`src/rtl/pc_pkg.sv`:
```
// Shared constants and next-PC select encoding for the fetch PC unit.
package pc_pkg;
  localparam int          XLEN_DEF       = 32;
  localparam int          INST_BYTES_DEF = 4;
  localparam logic [31:0] RESET_PC_DEF   = 32'h0;

  typedef enum logic [2:0] {
    SEL_RESET,
    SEL_REDIRECT,
    SEL_HOLD,
    SEL_RAS,
    SEL_JUMP,
    SEL_SEQ
  } next_pc_sel_t;
endpackage

```
`src/rtl/pc_unit_if.sv`:
```
// Fetch-control bus of the PC unit: decode/execute steering in, PC and RAS status out.
interface pc_unit_if #(
  parameter int XLEN      = 32,
  parameter int RAS_DEPTH = 4
);
  localparam int CW = $clog2(RAS_DEPTH) + 1;

  logic            is_update;
  logic            redirect_valid;
  logic [XLEN-1:0] redirect_pc;
  logic            dec_jump;
  logic [XLEN-1:0] dec_target;
  logic            dec_call;
  logic [XLEN-1:0] dec_ret_addr;
  logic            dec_ret;
  logic [XLEN-1:0] current_pc;
  logic [XLEN-1:0] ras_top;
  logic [CW-1:0]   ras_count;
  logic            ras_empty;
  logic            ras_full;

  modport master (
    output is_update, redirect_valid, redirect_pc, dec_jump, dec_target,
           dec_call, dec_ret_addr, dec_ret,
    input  current_pc, ras_top, ras_count, ras_empty, ras_full
  );

  modport slave (
    input  is_update, redirect_valid, redirect_pc, dec_jump, dec_target,
           dec_call, dec_ret_addr, dec_ret,
    output current_pc, ras_top, ras_count, ras_empty, ras_full
  );
endinterface

```
`src/rtl/pc_unit_ras_stack.sv`:
```
// Circular return-address stack; push when full silently overwrites the oldest entry.
module ras_stack #(
  parameter int XLEN      = 32,
  parameter int RAS_DEPTH = 4
) (
  input  logic                         clk,
  input  logic                         reset,
  input  logic                         push,
  input  logic                         pop,
  input  logic [XLEN-1:0]              push_data,
  output logic [XLEN-1:0]              top,
  output logic [$clog2(RAS_DEPTH):0]   count
);
  localparam int PW = $clog2(RAS_DEPTH);
  localparam int CW = PW + 1;

  logic [RAS_DEPTH-1:0][XLEN-1:0] entries;
  logic [PW-1:0]                  tp;
  logic                           empty;

  assign empty = (count == '0);
  // Popped entries stay in storage, so the visible top must be masked when empty.
  assign top   = empty ? '0 : entries[tp];

  always_ff @(posedge clk or posedge reset) begin
    if (reset) begin
      tp      <= '0;
      count   <= '0;
      entries <= '0;
    end else if (push && pop && !empty) begin
      entries[tp] <= push_data;
    end else if (push) begin
      tp                    <= tp + PW'(1);
      entries[tp + PW'(1)]  <= push_data;
      if (count != CW'(RAS_DEPTH)) count <= count + CW'(1);
    end else if (pop && !empty) begin
      tp    <= tp - PW'(1);
      count <= count - CW'(1);
    end
  end
endmodule

```
`src/rtl/pc_unit.sv`:
```
// Fetch PC register with prioritised next-PC selection and return-address prediction.
module pc_unit
  import pc_pkg::*;
#(
  parameter int              XLEN       = XLEN_DEF,
  parameter logic [XLEN-1:0] RESET_PC   = XLEN'(RESET_PC_DEF),
  parameter int              INST_BYTES = INST_BYTES_DEF,
  parameter int              RAS_DEPTH  = 4
) (
  input  logic     clk,
  input  logic     reset,
  pc_unit_if.slave bus
);
  localparam int CW = $clog2(RAS_DEPTH) + 1;

  next_pc_sel_t    sel;
  logic [XLEN-1:0] next_pc;
  logic [XLEN-1:0] ras_top;
  logic [CW-1:0]   ras_count;
  logic            ras_empty;
  logic            ras_op_en;

  // A redirect marks this cycle's decode outputs as wrong-path, so the RAS is left alone.
  assign ras_op_en = bus.is_update && !bus.redirect_valid;
  assign ras_empty = (ras_count == '0);

  ras_stack #(.XLEN(XLEN), .RAS_DEPTH(RAS_DEPTH)) u_ras (
    .clk       (clk),
    .reset     (reset),
    .push      (ras_op_en && bus.dec_call),
    .pop       (ras_op_en && bus.dec_ret),
    .push_data (bus.dec_ret_addr),
    .top       (ras_top),
    .count     (ras_count)
  );

  always_comb begin
    sel = SEL_SEQ;
    if (bus.redirect_valid)                 sel = SEL_REDIRECT;
    else if (!bus.is_update)                sel = SEL_HOLD;
    else if (bus.dec_ret && !ras_empty)     sel = SEL_RAS;
    else if (bus.dec_jump)                  sel = SEL_JUMP;
  end

  always_comb begin
    next_pc = bus.current_pc + XLEN'(INST_BYTES);
    case (sel)
      SEL_REDIRECT: next_pc = bus.redirect_pc;
      SEL_HOLD:     next_pc = bus.current_pc;
      SEL_RAS:      next_pc = ras_top;
      SEL_JUMP:     next_pc = bus.dec_target;
      default:      next_pc = bus.current_pc + XLEN'(INST_BYTES);
    endcase
  end

  always_ff @(posedge clk or posedge reset) begin
    if (reset) bus.current_pc <= RESET_PC;
    else       bus.current_pc <= next_pc;
  end

  assign bus.ras_top   = ras_top;
  assign bus.ras_count = ras_count;
  assign bus.ras_empty = ras_empty;
  assign bus.ras_full  = (ras_count == CW'(RAS_DEPTH));
endmodule

```
`src/flat_wrapper.sv`:
```
// flat-port wrapper written by rule: the top's interface ports become plain ports
module pc_unit_flat import pc_pkg::*;
#(
  parameter int              XLEN       = XLEN_DEF,
  parameter logic [XLEN-1:0] RESET_PC   = XLEN'(RESET_PC_DEF),
  parameter int              INST_BYTES = INST_BYTES_DEF,
  parameter int              RAS_DEPTH  = 4
)
  (clk, reset, bus_is_update, bus_redirect_valid, bus_redirect_pc, bus_dec_jump, bus_dec_target, bus_dec_call, bus_dec_ret_addr, bus_dec_ret, bus_current_pc, bus_ras_top, bus_ras_count, bus_ras_empty, bus_ras_full);
  pc_unit_if #(.XLEN(XLEN), .RAS_DEPTH(RAS_DEPTH)) bus_i ();
  input  logic clk;
  input  logic reset;
  input wire logic [$bits(bus_i.is_update)-1:0] bus_is_update;
  input wire logic [$bits(bus_i.redirect_valid)-1:0] bus_redirect_valid;
  input wire logic [$bits(bus_i.redirect_pc)-1:0] bus_redirect_pc;
  input wire logic [$bits(bus_i.dec_jump)-1:0] bus_dec_jump;
  input wire logic [$bits(bus_i.dec_target)-1:0] bus_dec_target;
  input wire logic [$bits(bus_i.dec_call)-1:0] bus_dec_call;
  input wire logic [$bits(bus_i.dec_ret_addr)-1:0] bus_dec_ret_addr;
  input wire logic [$bits(bus_i.dec_ret)-1:0] bus_dec_ret;
  output wire logic [$bits(bus_i.current_pc)-1:0] bus_current_pc;
  output wire logic [$bits(bus_i.ras_top)-1:0] bus_ras_top;
  output wire logic [$bits(bus_i.ras_count)-1:0] bus_ras_count;
  output wire logic [$bits(bus_i.ras_empty)-1:0] bus_ras_empty;
  output wire logic [$bits(bus_i.ras_full)-1:0] bus_ras_full;
  assign bus_i.is_update = bus_is_update;
  assign bus_i.redirect_valid = bus_redirect_valid;
  assign bus_i.redirect_pc = bus_redirect_pc;
  assign bus_i.dec_jump = bus_dec_jump;
  assign bus_i.dec_target = bus_dec_target;
  assign bus_i.dec_call = bus_dec_call;
  assign bus_i.dec_ret_addr = bus_dec_ret_addr;
  assign bus_i.dec_ret = bus_dec_ret;
  assign bus_current_pc = bus_i.current_pc;
  assign bus_ras_top = bus_i.ras_top;
  assign bus_ras_count = bus_i.ras_count;
  assign bus_ras_empty = bus_i.ras_empty;
  assign bus_ras_full = bus_i.ras_full;
  pc_unit #(.XLEN(XLEN), .RESET_PC(RESET_PC), .INST_BYTES(INST_BYTES), .RAS_DEPTH(RAS_DEPTH)) u_core (.clk(clk), .reset(reset), .bus(bus_i));
endmodule
```
`config.mk`:
```
export PLATFORM = sky130hd
export DESIGN_NAME = pc_unit_flat
export DESIGN_NICKNAME = d
export VERILOG_FILES = /design/src/rtl/pc_pkg.sv /design/src/rtl/pc_unit_if.sv /design/src/rtl/pc_unit_ras_stack.sv /design/src/rtl/pc_unit.sv /design/src/flat_wrapper.sv
export SDC_FILE = /design/constraint.sdc
export NUM_CORES = 1
export LEC_CHECK = 0
export CORE_MARGIN = 2
export CORE_UTILIZATION = 48
export DETAILED_ROUTE_END_ITERATION = 16
export PLACE_DENSITY = 0.77
export SYNTH_ARGS = -nofsm -noshare
export SYNTH_HDL_FRONTEND = slang
export SYNTH_HIERARCHICAL = 1
export SYNTH_SLANG_ARGS = --single-unit
```
`constraint.sdc`:
```
create_clock -name clk -period 3.7 [get_ports clk]
set_input_delay 0.37 -clock clk [delete_from_list [all_inputs] [get_ports clk]]
set_output_delay 0.37 -clock clk [all_outputs]
set_load 0.02 [all_outputs]
```
Word-level counts from Yosys, hierarchy flattened
Index checks and enable logic that the tools add are counted.
- register bits: 165
- output and inout port bits: 69
- logic and storage cells: 61
- input port bits: 103
- add/sub/neg operators: 5
- equal/unequal tests: 7
- muxes and demuxes: 21
- magnitude comparators: 4
- bitwise logic cells: 1
- reduce and logical (&&, ||, !) cells: 16
- operator list (operator ; count):
    $bwmux 128 ; 2
    $mux 128 ; 2
    $demux 32 s2 ; 2
    $mux 32 ; 4
    $pmux 32 s4 ; 1
    $bmux 32 s2 ; 1
    $add 32x3->32 const B ; 1
    $mux 3 ; 6
    $logic_and 1x1->1 ; 9
    $eq 3x2->1 const B ; 2
    $eq 3x3->1 const B ; 2
    $lt 2x3->1 const B ; 2
    $ge 2x1->1 const B ; 2
    $mux 2 ; 2
    $reduce_bool 2->1 ; 2
    $add 3x1->3 const B ; 1
    $eq 3x1->1 const B ; 1
    $logic_not 3->1 ; 1
    $ne 3x3->1 const B ; 1
    $reduce_and 3->1 ; 1
    $sub 3x1->3 const B ; 1
    $add 2x1->2 const B ; 1
    $logic_not 1->1 ; 2
    $ne 2x1->1 const B ; 1
    4 further kinds ; 4

Depth between registers and ports, before layout
- depth in word-level cells: 8
- depth in mapped cells: 11
- depth with buffers taken out: 8

By module
Netlist, hierarchy kept.
- by module, submodules not included (module ; cells each ; seq. area each (µm²) ; instances ; area each (µm²)):
    ras_stack ; 408 ; 3328.2 ; 1 ; 6413.7
    pc_unit ; 367 ; 800.8 ; 1 ; 2705.1

Worst setup path after synthesis
Ideal clock, no wire load.
- kind: input-to-reg
- start: input bus_redirect_valid
- end: register u_core.u_ras.count[2]
- arrival: 2.531 ns
- stages on the path: 11
- setup time: 0.130 ns
- data required time: 3.570 ns
- buffers on the path: 3
- slack: 1.039 ns
- cells stage by stage: buf_2 -> nor2b_1 -> clkbuf_1 -> and2_1 -> clkbuf_1 -> inv_1 -> fa_1 -> nor3b_1 -> a21oi_1 -> a32oi_1 -> o21ai_0
- longest elaborated chain between the ends: 7
- elaborated cells on any way between the ends: 12
- ends and longest elaborated chain (item ; line ; source):
    start, declared ; flat_wrapper.sv:14 ; input wire logic [$bits(bus_i.redirect_valid)-1:0] bus_redirect_valid;
    $logic_not 1->1 (*) ; pc_unit.sv:24 ; assign ras_op_en = bus.is_update && !bus.redirect_valid;
    $logic_and 1x1->1 (*) ; pc_unit.sv:24 ;
    $logic_and 1x1->1, on equally long branches ; pc_unit.sv:30, pc_unit.sv:31 ;
    $logic_and 1x1->1 (2 in a row) ; pc_unit_ras_stack.sv:30 ; end else if (push && pop && !empty) begin
    $not 1->1 (no source line) ; -- ;
    $reduce_and 3->1 (no source line) ; -- ;
    end signal, assigned ; pc_unit_ras_stack.sv:35 ; if (count != CW'(RAS_DEPTH)) count <= count + CW'(1);
    end signal, assigned ; pc_unit_ras_stack.sv:38 ; count <= count - CW'(1);
    end, declared ; pc_unit_ras_stack.sv:12 ; output logic [$clog2(RAS_DEPTH):0] count
Mark *: on every way between the ends. The rest lies on a longest branch, timed or not.
A chain may end at the register's enable or synchronous reset.

Worst setup path in the final report
- start: register u_core.u_ras.tp[1]
- end: output bus_ras_top[17]
- longest elaborated chain between the ends: 3
- ends and longest elaborated chain (item ; line ; source):
    start, declared ; pc_unit_ras_stack.sv:18 ; logic [PW-1:0] tp;
    start signal, assigned ; pc_unit_ras_stack.sv:33 ; tp <= tp + PW'(1);
    start signal, assigned ; pc_unit_ras_stack.sv:37 ; tp <= tp - PW'(1);
    $bmux 32 s2 ; pc_unit_ras_stack.sv:23 ; assign top = empty ? '0 : entries[tp];
    $mux 32 (not written as such) ; pc_unit_ras_stack.sv:23 ;
    $mux 32 ; pc_unit_ras_stack.sv:23 ;
    end, declared ; flat_wrapper.sv:22 ; output wire logic [$bits(bus_i.ras_top)-1:0] bus_ras_top;
No other way between the ends. The select of a mux whose other input is x is not followed.

==> impl_metrics.json <==
{
  "outcome": "complete, no violations",
  "area_growth_pct": 27.3,
  "synth_flop_cell": "dfrtp_1",
  "synth_warnings": 6,
  "slew_headroom_pct": 36.9,
  "gp_congestion": 0.878,
  "endpoint_kind": "primary output",
  "p_per_area_mw_per_mm2": 806,
  "synth_top_area_share_pct": 45.3,
  "clockPowerShare_pct": 17.7,
  "synth_compound_area_share_pct": 11.1,
  "final.setup.tns_ns": 0,
  "grt_setup_unrepaired": "false",
  "max_freq_mhz": 304,
  "synth_edf_count": 0,
  "final_layout_size_suffix_gt1_share_pct": 25.0,
  "critPathLaunchType": "register",
  "grt_start_max_net_pins": 47,
  "start_util_pct": 48.9,
  "die_w_um": 142,
  "cp_slowest_cell": "dfrtp_1",
  "maxCapViolations": 0,
  "muxShareOfSynthArea_pct": 25.5,
  "antenna_left": 0,
  "drc": 0,
  "rr_startpoint": "u_core/u_ras/tp[0]$_DFFE_PP0P_",
  "insertion_delay_ns": 0.43,
  "pwr-share-comb_pct": 47.7,
  "netlist_area_mm2": 0.00912,
  "final_cells": 1178,
  "hp-class": "in2async",
  "ir_drop_v": 0.000413,
  "finalMaxSlewViolations": 0,
  "postCtsResizedCells": 0,
  "finalNetCount": 1039,
  "tightest_slew_ns": 0.944,
  "hold_viol": 0,
  "place_ws_ns": 0.726,
  "p_int_w": 0.00590,
  "design_area_mm2": 0.0116,
  "clock-skew-final_ns": 0.00909,
  "avgViaCountPerCell": 6.05,
  "netlist_top_cells_area": "dfrtp_1 45%, mux2_2 12%, mux4_2 7.9%",
  "synth_fa_ha_area_share_pct": 0.906,
  "clk_pin_slew_ns": 0.07,
  "dr.pass1.iters": 7,
  "grt_use_total_pct": 25.3,
  "ys_async_sr_fraction_pct": 100,
  "critical_path_class": "reg2out",
  "worstPathMaxFanout": 16,
  "cts_root_buf": "clkbuf_16",
  "dpl_cell_area_mm2": 0.0110,
  "htree_levels": 4,
  "portBuffers": 171,
  "cts_buffer_depth": 2,
  "min_period_ns": 3.29,
  "synth_nets": 884,
  "cts_tree": "built",
  "grt_first_pass_wirelength_um": 39200,
  "drt_iter0_drc": 657,
  "holdBufCountCts": 0,
  "r2r_cells": 6,
  "synth_top_family_by_area": "multiplexers",
  "numCtsBuffers": 17,
  "fin_crit_sh_pct": 89.0,
  "report.final.setup_viol": 0,
  "cts_sinks": 165,
  "worst_ep_arrival_time_ns": 2.92,
  "grt_pass1_vias": 7160,
  "hpwl_um": 17400,
  "endpoint": "bus_ras_top[17]",
  "slowest_delay_ns": 0.80,
  "synth_cell_types": 69,
  "multi_input_area_mm2": 0.00460,
  "crit_chain": "buf_4 > mux4_2 > nor2b_1 > clkdlybuf4s50_1",
  "crit_path_start": "u_core/u_ras/tp[1]$_DFFE_PP0P_",
  "synth-xor-area-share_pct": 0.480,
  "power.leakage_nw": 4.81,
  "setup_slack_ns": 0.407,
  "synth-simple-area-share_pct": 12.3,
  "nFillCells": 1461,
  "synth_seq_cells": 165,
  "utilization_pct": 62.2,
  "vias": 7126,
  "required_ns": 3.33,
  "ys_seq_area_share_pct": 45.3,
  "yosysTopAreaCell": "dfrtp_1",
  "use_met3_pct": 6.24,
  "use_met2_pct": 40.5,
  "switching_share_pct": 36.9,
  "core-area_mm2": 0.0186,
  "die_h_um": 142,
  "wl_per_cell_um": 21.3,
  "final-seq-area_mm2": 0.00413,
  "gr-total-overflow": 0,
  "fp.dieArea_mm2": 0.0201,
  "wl_um": 25000,
  "num_io_pins": 172,
  "postCtsSetupBuffers": 0,
  "switchingPower_w": 0.00345,
  "synth_area_per_cell_um2": 11.8,
  "fp-row-count": 50,
  "seqPwrFrac_pct": 34.5,
  "use_met1_pct": 33.9,
  "grt_busiest_layer": "met2",
  "rr_endpoint": "u_core/bus.current_pc[24]$_DFFE_PP0P_",
  "synthCells": 775,
  "rrSetupSlack_ns": 0.96,
  "place_inst": 1145,
  "grt_antenna_before_repair": 1
}
[state kept, by name (all words and copies together) (netlist names)]
register and flops:
u_core/bus.current_pc 32, u_core/u_ras/tp 2, u_core/u_ras/count 3, u_core/u_ras/entries 128
[layer usage]
layer | routed length [µm] | share of wire [%]
met5 | 0 | 0
met3 | 1970 | 7.9
met1 | 10500 | 42
met2 | 12000 | 48
met4 | 577 | 2.3
[worst max-delay path, delay by kind of cell, from the launching register on]
kind / cells / cell delay (ns)
mux: 1 / 0.25
simple gates: 1 / 0.37
buf+inv: 2 / 1.07
flops: 1 / 0.80
[power groups by stage]
stage	combinational, W	clock, W	sequential [W]
floorplan	0.00287	0	0.00306
global placement	0.00435	0	0.00320
detailed placement	0.00444	0	0.00323
CTS	0.00446	0.00170	0.00322
global route	0.00471	0.00177	0.00335
finish	0.00447	0.00166	0.00323
[cells in the mapped netlist, types with 6 or more instances]
master / instances
dfrtp_1: 165
mux2_2: 96
a21oi_1: 44
nor2_1: 42
nand2_1: 39
nand3_1: 35
nor2b_1: 35
mux4_2: 32
mux2_4: 30
clkbuf_1: 28
o21ai_0: 26
buf_2: 13
inv_1: 13
nand4_1: 13
buf_6: 11
a31oi_1: 10
nor3_1: 9
a2bb2oi_1: 8
and3_1: 8
o22ai_1: 7
a221oi_1: 6
buf_4: 6
[logic make-up after synthesis]
family	after synthesis
fa+ha+maj	6
buf+inv	75
flops	165
xor+xnor	5
mux	165
compound gates	150
simple gates	209
[cells in the final DEF (no fill, tap or decap), types with 4 or more instances in the layout]
cell type          n
mux2_1             4
a31o_2             4
a211oi_1           5
a221oi_1           6
clkinv_4           4
a31oi_1           10
a2bb2oi_1          8
dfrtp_1          164
nand4_1           13
o21ai_0           26
inv_1             12
mux2_2            96
buf_4             22
nand2_1           39
nor2b_1           35
mux2_4            30
a21o_1             5
mux4_2            32
ha_1               5
a21oi_1           44
nor2_1            42
buf_12             5
nand3_1           35
and3_1             8
o22ai_1            7
nor3_1             8
clkdlybuf4s50_1  171
clkbuf_16         17
o2bb2ai_1          4
[worst min path at each step]
stage                                       endpoint                                   from  slack (ns)  depth (start not counted)
4_1_cts        u_core/bus.current_pc[26]$_DFFE_PP0P_                                  reset        0.43                          3
6_report       u_core/bus.current_pc[26]$_DFFE_PP0P_                                  reset        0.42                          3
2_1_floorplan  u_core/u_ras/entries[125]$_DFFE_PP0P_  u_core/u_ras/entries[125]$_DFFE_PP0P_        0.46                          1
5_1_grt        u_core/bus.current_pc[26]$_DFFE_PP0P_                                  reset        0.48                          3
3_3_place_gp     u_core/u_ras/entries[7]$_DFFE_PP0P_    u_core/u_ras/entries[7]$_DFFE_PP0P_        0.47                          1
3_5_place_dp   u_core/u_ras/entries[125]$_DFFE_PP0P_  u_core/u_ras/entries[125]$_DFFE_PP0P_        0.49                          1
[cell type report]
type,count,area share (%)
multi-input combinational,535,39.6
sequential,165,35.6
timing repair buffer,198,17.0
clock buffer,21,3.97
tap,234,2.52
clock inverter,11,0.798
inverter,13,0.453
antenna,1,0.0216
[stage by stage]
step / total power, W / hold slack, ns
2_1_floorplan: 0.00593 / 0.459
3_3_place_gp: 0.00755 / 0.471
3_5_place_dp: 0.00768 / 0.487
4_1_cts: 0.00938 / 0.433
5_1_grt: 0.00983 / 0.476
6_report: 0.00936 / 0.424
Power figures use the tool's default switching activity.
